**config.mk**
```make
export PLATFORM = sky130hd
export DESIGN_NAME = uart_tx_scheduler
export DESIGN_NICKNAME = d
export VERILOG_FILES = /design/src/rtl/common_enums_pkg.sv /design/src/rtl/uart_tx_scheduler_rr_arbiter.sv /design/src/rtl/uart_tx_scheduler.sv
export SDC_FILE = /design/constraint.sdc
export NUM_CORES = 1
export LEC_CHECK = 0
export CAP_MARGIN = 20
export CORE_MARGIN = 3
export CORE_UTILIZATION = 43
export CTS_CLUSTER_DIAMETER = 200
export DETAILED_ROUTE_END_ITERATION = 10
export HOLD_SLACK_MARGIN = 0.12
export PLACE_DENSITY = 0.78
export SETUP_SLACK_MARGIN = 0.02
export SLEW_MARGIN = 20
export SYNTH_ARGS = -nofsm -noshare
export SYNTH_HDL_FRONTEND = slang
export SYNTH_SLANG_ARGS = --single-unit
export TNS_END_PERCENT = 10
```
**constraint.sdc**
```tcl
create_clock -name clk -period 2.88 [get_ports clk]
set_clock_uncertainty 0.2 [all_clocks]
set_input_delay 0.72 -clock clk [delete_from_list [all_inputs] [get_ports clk]]
set_output_delay 0.72 -clock clk [all_outputs]
set_load 0.01 [all_outputs]
```
**src/rtl/common_enums_pkg.sv**
```systemverilog
// Shared enums and packet-type constants for the UART transmit path.
package common_enums;

    typedef enum logic [1:0] {
        IDLE      = 2'd0,
        START     = 2'd1,
        WAIT_DONE = 2'd2,
        GAP       = 2'd3
    } tx_sched_state_t;

    localparam logic [1:0] PKT_MOVE = 2'b00;
    localparam logic [1:0] PKT_SYNC = 2'b01;
    localparam logic [1:0] PKT_MODE = 2'b10;
    localparam logic [1:0] PKT_HB   = 2'b11;

    function automatic logic [1:0] pkt_type(input logic [15:0] pkt);
        return pkt[15:14];
    endfunction

endpackage

```
**src/rtl/uart_tx_scheduler_rr_arbiter.sv**
```systemverilog
// Fixed-priority requester 0 over a round-robin pool of requesters 1..NUM_REQ-1.
module rr_arbiter #(
    parameter int  NUM_REQ = 4,
    localparam int IDX_W   = $clog2(NUM_REQ)
) (
    input  logic               clk,
    input  logic               reset,
    input  logic [NUM_REQ-1:0] valid,
    input  logic               advance,
    output logic [NUM_REQ-1:0] grant,
    output logic [IDX_W-1:0]   grant_idx,
    output logic               grant_valid
);

    logic [IDX_W-1:0] rr_ptr;
    logic [IDX_W:0]   probe;

    always_comb begin
        // NOTE: every output gets a default first so no latch is inferred.
        grant       = '0;
        grant_idx   = '0;
        grant_valid = 1'b0;
        probe       = '0;
        if (valid[0]) begin
            grant[0]    = 1'b1;
            grant_valid = 1'b1;
        end else begin
            for (int k = 0; k < NUM_REQ - 1; k++) begin
                probe = {1'b0, rr_ptr} + (IDX_W+1)'(k);
                if (probe >= (IDX_W+1)'(NUM_REQ))
                    probe = probe - (IDX_W+1)'(NUM_REQ - 1);
                if (!grant_valid && valid[probe[IDX_W-1:0]]) begin
                    grant[probe[IDX_W-1:0]] = 1'b1;
                    grant_idx               = probe[IDX_W-1:0];
                    grant_valid             = 1'b1;
                end
            end
        end
    end

    // Requester 0 (grant_idx == 0) never moves the pointer.
    always_ff @(posedge clk) begin
        // NOTE: sequential state uses non-blocking assignments only.
        if (reset)
            rr_ptr <= IDX_W'(1);
        else if (advance && grant_valid && grant_idx != '0)
            rr_ptr <= (grant_idx == IDX_W'(NUM_REQ - 1)) ? IDX_W'(1) : grant_idx + IDX_W'(1);
    end

endmodule

```
**src/rtl/uart_tx_scheduler.sv**
```systemverilog
// Shares one UART TX core between packet producers: load, start, wait, gap, watchdog.
// Optional heartbeat packet source is built only when UART_TX_HEARTBEAT_EN is defined.
module uart_tx_scheduler
    import common_enums::*;
#(
    parameter int  NUM_REQ        = 4,
    parameter int  DATA_W         = 16,
    parameter int  GAP_CYCLES     = 16,
    parameter int  TIMEOUT_CYCLES = 100000,
    parameter int  HB_PERIOD      = 50000000,
    localparam int GID_W          = $clog2(NUM_REQ + 1)
) (
    input  logic                      clk,
    input  logic                      reset,
    input  logic [NUM_REQ-1:0]        req_valid,
    input  logic [NUM_REQ*DATA_W-1:0] req_data,
    output logic [NUM_REQ-1:0]        req_ready,
    output logic [DATA_W-1:0]         tx_data,
    output logic                      tx_start,
    input  logic                      tx_busy,
    input  logic                      tx_done,
    output logic [GID_W-1:0]          grant_id,
    output logic                      sched_busy,
    output logic                      timeout_err
);

    localparam int IDX_W = $clog2(NUM_REQ);
    localparam int TMO_W = $clog2(TIMEOUT_CYCLES + 1);
    localparam int GAP_W = $clog2(GAP_CYCLES + 2);
    localparam tx_sched_state_t POST_TX = (GAP_CYCLES == 0) ? IDLE : GAP;

    if (NUM_REQ < 2 || NUM_REQ > 8 || GAP_CYCLES < 0 || TIMEOUT_CYCLES < 2 || HB_PERIOD < 1)
    begin : g_bad_params
        $error("uart_tx_scheduler: parameter out of range");
    end

    tx_sched_state_t    state;
    logic [NUM_REQ-1:0] win_onehot;
    logic [IDX_W-1:0]   win_idx;
    logic               win_valid;
    logic               take_req;
    logic [TMO_W-1:0]   tmo_cnt;
    logic [TMO_W-1:0]   tmo_next;
    logic [GAP_W-1:0]   gap_cnt;

    assign take_req = (state == IDLE) && win_valid;

    rr_arbiter #(.NUM_REQ(NUM_REQ)) u_arb (
        .clk         (clk),
        .reset       (reset),
        .valid       (req_valid),
        .advance     (take_req),
        .grant       (win_onehot),
        .grant_idx   (win_idx),
        .grant_valid (win_valid)
    );

    assign req_ready  = (!reset && state == IDLE) ? win_onehot : '0;
    assign tx_start   = !reset && (state == START) && !tx_busy;
    assign sched_busy = (state != IDLE);
    assign tmo_next   = tmo_cnt + TMO_W'(1);

`ifdef UART_TX_HEARTBEAT_EN
    localparam int HB_W = $clog2(HB_PERIOD + 1);

    logic [HB_W-1:0] hb_cnt;
    logic            hb_pending;
    logic [13:0]     hb_seq;
    logic            take_hb;

    assign take_hb = (state == IDLE) && !win_valid && hb_pending;

    // A tick that coincides with a grant re-arms the pending flag.
    always_ff @(posedge clk) begin
        if (reset) begin
            hb_cnt     <= '0;
            hb_pending <= 1'b0;
            hb_seq     <= '0;
        end else begin
            if (take_hb) begin
                hb_pending <= 1'b0;
                hb_seq     <= hb_seq + 14'd1;
            end
            if (hb_cnt == HB_W'(HB_PERIOD - 1)) begin
                hb_cnt     <= '0;
                hb_pending <= 1'b1;
            end else begin
                hb_cnt <= hb_cnt + HB_W'(1);
            end
        end
    end
`endif

    always_ff @(posedge clk) begin
        if (reset) begin
            state       <= IDLE;
            tx_data     <= '0;
            grant_id    <= '0;
            timeout_err <= 1'b0;
            tmo_cnt     <= '0;
            gap_cnt     <= '0;
        end else begin
            unique case (state)
                IDLE: begin
                    if (win_valid) begin
                        tx_data  <= req_data[win_idx*DATA_W +: DATA_W];
                        grant_id <= GID_W'(win_idx);
                        state    <= START;
                    end
`ifdef UART_TX_HEARTBEAT_EN
                    else if (take_hb) begin
                        tx_data  <= DATA_W'({PKT_HB, hb_seq});
                        grant_id <= GID_W'(NUM_REQ);
                        state    <= START;
                    end
`endif
                end
                START: begin
                    if (!tx_busy) begin
                        tmo_cnt <= '0;
                        state   <= WAIT_DONE;
                    end
                end
                WAIT_DONE: begin
                    // tx_done is tested first so it wins over a coincident expiry.
                    if (tx_done) begin
                        gap_cnt <= '0;
                        state   <= POST_TX;
                    end else if (tmo_next == TMO_W'(TIMEOUT_CYCLES - 1)) begin
                        timeout_err <= 1'b1;
                        gap_cnt     <= '0;
                        state       <= POST_TX;
                    end else begin
                        tmo_cnt <= tmo_next;
                    end
                end
                GAP: begin
                    if (gap_cnt == GAP_W'(GAP_CYCLES - 1))
                        state <= IDLE;
                    else
                        gap_cnt <= gap_cnt + GAP_W'(1);
                end
                default: state <= IDLE;
            endcase
        end
    end

endmodule
```
==> results.sh, run 1 <==
export IMPL_fin_crit_ns=3.08
export IMPL_setup_violations=18
export IMPL_clock_path_buffers=2
export IMPL_wl_per_cell_um=16.1
export IMPL_placedInstanceArea_um2=4620
export IMPL_synth_most_common_cell="nand2_1"
export IMPL_cts_clk_slew_worst_paths_ns=0.09
export IMPL_cp_arrival_ns=2.16
export IMPL_relSlewSlack_pct=42.9
export IMPL_place_congestion=0.881
export IMPL_vias_per_cell=5.59
export IMPL_clkLatencyLatePin_ns=0.30
export IMPL_antenna_cells=0
export IMPL_synthTopCellsByCount="nand2_1 (89), dfxtp_1 (45), a21oi_1 (37), nor2_1 (28), nand3_1 (27)"
export IMPL_area_growth_syn_to_layout_pct=57.2
export IMPL_powerDensity_nw_per_um2=834
export IMPL_syn_inst=417
export IMPL_final_nets=649
export IMPL_worstSetupEndpointType="output port"
export IMPL_final_area_um2=4970
export IMPL_grt_usage_pct=24.0
export IMPL_netlist_area_um2=3160
export IMPL_initialDrtViolationCount=249
export IMPL_cts_made_buffers=5
export IMPL_setup_ws_ns=-0.203
export IMPL_synth_top_area_share_pct=28.5
export IMPL_synth_edf_count=0
export IMPL_port_buffers=96
export IMPL_required_ns=1.96
export IMPL_yosys_warnings=0
export IMPL_crit_fanout=5
export IMPL_fin_crit_sh_pct=107
export IMPL_cap_viol_max_count=0
export IMPL_max_stage_delay_ns=0.57
export IMPL_finalNonFillerCells=660
export IMPL_grt_pass1_wl_um=16600
export IMPL_synth_avg_cell_area_um2=7.59
export IMPL_violations="negative setup slack"
export IMPL_grt_max_degree=33
export IMPL_grt_pass1_vias=3639
export IMPL_holdBufCountCts=0
export IMPL_hold_viol=0
export IMPL_root_buffer="clkbuf_8"
export IMPL_fmax_ghz=0.324
export IMPL_die_h_um=91.8
export IMPL_io_pins=98
export IMPL_dp_cells=644
export IMPL_worst_ir_drop_vdd_mv=0.413
export IMPL_htree_levels=2
export IMPL_synth_seq_cells=45
export IMPL_synth_distinct_cells=60
export IMPL_grt_ovfl_total=0
export IMPL_rsz0062_at_grt="true"
export IMPL_dpl_hpwl_um=7690
export IMPL_via_count=3692
export IMPL_die_w_um=91.8
export IMPL_wl_um=10600
export IMPL_setup_tns_final_ns=-1.23
export IMPL_tightest_slew_ns=0.854
export IMPL_leakage_uw=0.00203
export IMPL_crit_chain="inv_2, ha_4, mux4_2, nand2_1, o21ai_1, mux2i_1, nor2_1, clkdlybuf4s15_2"
export IMPL_worstSetupStartpointType="register"
export IMPL_dr_pass1_iters=5
export IMPL_synth_largest_area_cell="dfxtp_1"
export IMPL_syn_num_nets=503
export IMPL_slew_viol_final=0
export IMPL_synth_top_flop_cell="dfxtp_1"
export IMPL_final_antenna_net_count=0
export IMPL_cts_tree="built"
export IMPL_worstSetupPathType="register to output port"
export IMPL_yosysSeqAreaShare_pct=28.5
export IMPL_fp_row_count=30
export IMPL_drc=0
export IMPL_outcome="finished with violations"
export IMPL_yosys_top_cells_area="dfxtp_1 (28%), nand2_1 (11%), a21oi_1 (5.9%)"
export IMPL_worst_path_max_delay_cell="mux4_2"
export IMPL_synth_async_reset_ratio_pct=0
export IMPL_die_area_um2=8420
export IMPL_drive_above_1_share_pct=24.1
export IMPL_start_util_pct=45.5
export IMPL_hp_class="register to register"
export IMPL_numClockSinks=45
export IMPL_core_um2=6940
export IMPL_antenna_found_initial=0
-- what timing repair did --
action                                  4_1_cts  5_1_grt
setup buffers                                 8        0
cloned                                        0        0
pin swaps                                     8       17
resized for setup                            55       30
endpoints found under the setup margin       27       33
hold endpoints to repair                      0        0
-- logic make-up after synthesis --
| group | Yosys count | share of synthesized area, % |
|---|---|---|
| simple gates | 191 | 28.7 |
| compound gates | 112 | 25.8 |
| flops | 45 | 28.5 |
| buf+inv | 39 | 5.93 |
| fa+ha+maj | 14 | 5.54 |
| mux | 12 | 4.59 |
| xor+xnor | 3 | 0.831 |
| other cells | 1 | 0.119 |
-- area by class of cell --
| class | instances | area (um^2) |
|---|---|---|
| multi-input combinational | 333 | 2240 |
| fill | 530 | 1970 |
| timing repair buffer | 164 | 1540 |
| sequential | 45 | 905 |
| tap | 96 | 120 |
| clock buffer | 6 | 82.6 |
| inverter | 14 | 52.6 |
| clock inverter | 2 | 37.5 |
-- path summary, 6_finish.rpt --
check / depth (start not counted) / slack, ns / startpoint / to
max: 8 / -0.20 / u_arb.rr_ptr[0]$_SDFFE_PP1P_ / req_ready[3]
min: 1 / 0.27 / tx_data[1]$_SDFFE_PP0P_ / tx_data[1]$_SDFFE_PP0P_
max reg2reg: 11 / -0.11 / u_arb.rr_ptr[0]$_SDFFE_PP1P_ / u_arb.rr_ptr[0]$_SDFFE_PP1P_
min reg2reg: 1 / 0.27 / tx_data[1]$_SDFFE_PP0P_ / tx_data[1]$_SDFFE_PP0P_
-- critical path, delay by kind of cell (launching register included) --
family | cells | cell delay [ns]
multiplexers | 2 | 0.71
flip-flops | 1 | 0.35
buffers and inverters | 2 | 0.28
adder cells (fa/ha/maj) | 1 | 0.27
AND/OR/NAND/NOR | 2 | 0.17
AO/OA/AOI/OAI | 1 | 0.08
-- state kept, by name, summed over array words and instances, names as in the netlist --
signal and flops:
state 2, timeout_err 1, grant_id 2, gap_cnt 5, tmo_cnt 17, tx_data 16, u_arb.rr_ptr 2
-- layer usage --
metal / part of all wire [%] / GRT usage (%)
met1: 40 / 27.9
met2: 50 / 42.6
met3: 8.8 / 7.47
met4: 1.2 / 5.94
met5: 0 / 0
-- layout by cell type, fill, tap and decap left out, types with 5 or more instances in the layout --
cell type and count:
o31ai_1 10, buf_4 51, a21oi_2 12, nand2_1 88, clkdlybuf4s50_1 86, nor2_1 25, nor2b_1 6, buf_6 14
ha_1 10, nand3_1 27, o21ai_0 8, dfxtp_1 42, a32o_1 16, buf_2 6, o311ai_0 5, inv_1 10
clkbuf_8 6, and3_1 6, a21oi_1 25, nor3_1 5, mux2i_1 7
-- report_power, final --
group / internal (uW) / total (uW) / switching (uW) / leakage (uW)
clock network: 283 / 518 / 236 / 0.0000574
registers: 769 / 853 / 83.6 / 0.000368
logic: 1390 / 2770 / 1380 / 0.00160
-- per-stage QoR --
step                total power, uW  setup slack (ns)  hold slack, ns  util (%)
global placement               3140            -0.789           0.250      66.5
detailed placement             3190            -0.826           0.259      66.5
global route                   4410            -0.259           0.293      71.6
finish                         4150            -0.203           0.272      71.6
CTS                            3910            -0.155           0.280      70.0
floorplan                      2170            0.0169           0.254         -
(Power assumes the default switching activity.)
==> inputs of run 2 (changes only) <==
TNS_END_PERCENT = not set   (was 10)
==> results.sh, run 2 (synthesis gave the netlist of run 1 again) <==
export IMPL_top_register="tmo_cnt"
export IMPL_max_stage_delay_ns=0.35
export IMPL_worstSetupStartpointType="register"
export IMPL_numClockSinks=45
export IMPL_root_buffer="clkbuf_8"
export IMPL_setup_violations=22
export IMPL_cap_viol_max_count=0
export IMPL_fmax_ghz=0.319
export IMPL_fp_row_count=30
export IMPL_crit_fanout=5
export IMPL_die_w_um=91.8
export IMPL_worst_path_max_delay_cell="dfxtp_2"
export IMPL_leakage_uw=0.00218
export IMPL_drive_above_1_share_pct=33.4
export IMPL_place_congestion=0.881
export IMPL_grt_pass1_wl_um=18900
export IMPL_cts_clk_slew_worst_paths_ns=0.09
export IMPL_grt_max_degree=31
export IMPL_grt_pass1_vias=3993
export IMPL_wl_per_cell_um=18.2
export IMPL_antenna_found_initial=0
export IMPL_finalNonFillerCells=670
export IMPL_drc=0
export IMPL_htree_levels=2
export IMPL_clkLatencyLatePin_ns=0.30
export IMPL_outcome="finished with violations"
export IMPL_dpl_hpwl_um=7690
export IMPL_slew_viol_final=0
export IMPL_cts_tree="built"
export IMPL_start_util_pct=45.5
export IMPL_core_um2=6940
export IMPL_setup_tns_final_ns=-4.19
export IMPL_die_area_um2=8420
export IMPL_die_h_um=91.8
export IMPL_final_antenna_net_count=0
export IMPL_worst_ir_drop_vdd_mv=0.460
export IMPL_hp_class="register to register"
export IMPL_worstSetupPathType="register to output port"
export IMPL_cp_arrival_ns=2.21
export IMPL_layout_common_cells="clkdlybuf4s50_1 (86), buf_4 (64), nand2_1 (61)"
export IMPL_holdBufCountCts=0
export IMPL_final_area_um2=5330
export IMPL_fin_crit_ns=3.13
export IMPL_relSlewSlack_pct=41.6
export IMPL_required_ns=1.96
export IMPL_worstSetupEndpointType="output port"
export IMPL_final_nets=659
export IMPL_setup_ws_ns=-0.252
export IMPL_cts_made_buffers=5
export IMPL_whs_ns=0.281
export IMPL_violations="negative setup slack"
export IMPL_rsz0062_at_grt="true"
export IMPL_dr_pass1_iters=5
export IMPL_post_place_ws_ns=-0.826
export IMPL_io_pins=98
export IMPL_dp_cells=644
export IMPL_clock_path_buffers=2
export IMPL_initialDrtViolationCount=295
export IMPL_grt_ovfl_total=0
export IMPL_path_common_cell="buf_4"
export IMPL_largest_register_ffs=17
export IMPL_fin_crit_sh_pct=109
export IMPL_hold_viol=0
export IMPL_crit_chain="inv_2, buf_4, buf_4, ha_4, mux4_2, buf_4, a21oi_1, or3_1, a21oi_2, buf_2"
export IMPL_grt_usage_pct=27.7
export IMPL_largestRegisters="tmo_cnt (17), tx_data (16), gap_cnt (5)"
export IMPL_via_count=3911
export IMPL_antenna_cells=0
export IMPL_vias_per_cell=5.84
export IMPL_area_growth_syn_to_layout_pct=68.6
export IMPL_final_common_cell="clkdlybuf4s50_1"
export IMPL_placedInstanceArea_um2=4620
export IMPL_port_buffers=96
export IMPL_tightest_slew_ns=0.873
export IMPL_powerDensity_nw_per_um2=874
export IMPL_wl_um=12200
## run 2: layout make-up
cell class	instances	area (um^2)
Multi-Input combinational cell	333	2490
Timing Repair Buffer	174	1640
Tap cell	96	120
Clock inverter	2	37.5
Inverter	14	57.6
Sequential cell	45	906
Fill cell	443	1610
Clock buffer	6	82.6
## run 2: power by group
part / switching, uW / internal [uW]
clock: 238 / 283
sequential: 91.3 / 769
combinational: 1660 / 1620
total: 1990 / 2670
## run 2: what timing repair did
item                       4_1_cts  5_1_grt
pin swaps                       53       21
setup buffers                   11        5
resized for setup              120       32
cloned                           3        0
setup endpoints to repair       27       34
## run 2: worst max-delay path, delay by kind of cell, from the launching register on
kind	cells	cell delay [ns]
muxes	1	0.30
and+or+nand+nor	1	0.33
adders and majority gates	1	0.17
DFF	1	0.35
AOI/OAI and AO/OA	2	0.16
buffers and inverters	5	0.59
## run 2: worst paths after layout
path                                      from                        to  slack [ns]  cells past startpoint
setup / recovery  u_arb.rr_ptr[1]$_SDFFE_PP0P_              req_ready[1]       -0.25                     10
hold / removal        tx_data[13]$_SDFFE_PP0P_  tx_data[13]$_SDFFE_PP0P_        0.28                      1
setup reg to reg  u_arb.rr_ptr[1]$_SDFFE_PP0P_  tx_data[15]$_SDFFE_PP0P_       -0.25                     13
hold reg to reg       tx_data[13]$_SDFFE_PP0P_  tx_data[13]$_SDFFE_PP0P_        0.28                      1
## run 2: routing by layer
layer | vias up | wire, um | GRT usage (%)
li1 | 1824 | - | -
met1 | 1856 | 4750 | 31.4
met3 | 38 | 1020 | 7.55
met5 | - | 0 | 0
met4 | 0 | 348 | 10.1
met2 | 193 | 6100 | 49.4
## run 2: per-stage QoR
stage	total power (uW)	utilization, %
floorplan	2170	-
global placement	3140	66.5
detailed placement	3190	66.5
CTS	4350	74.9
global route	4920	76.8
finish	4660	76.8
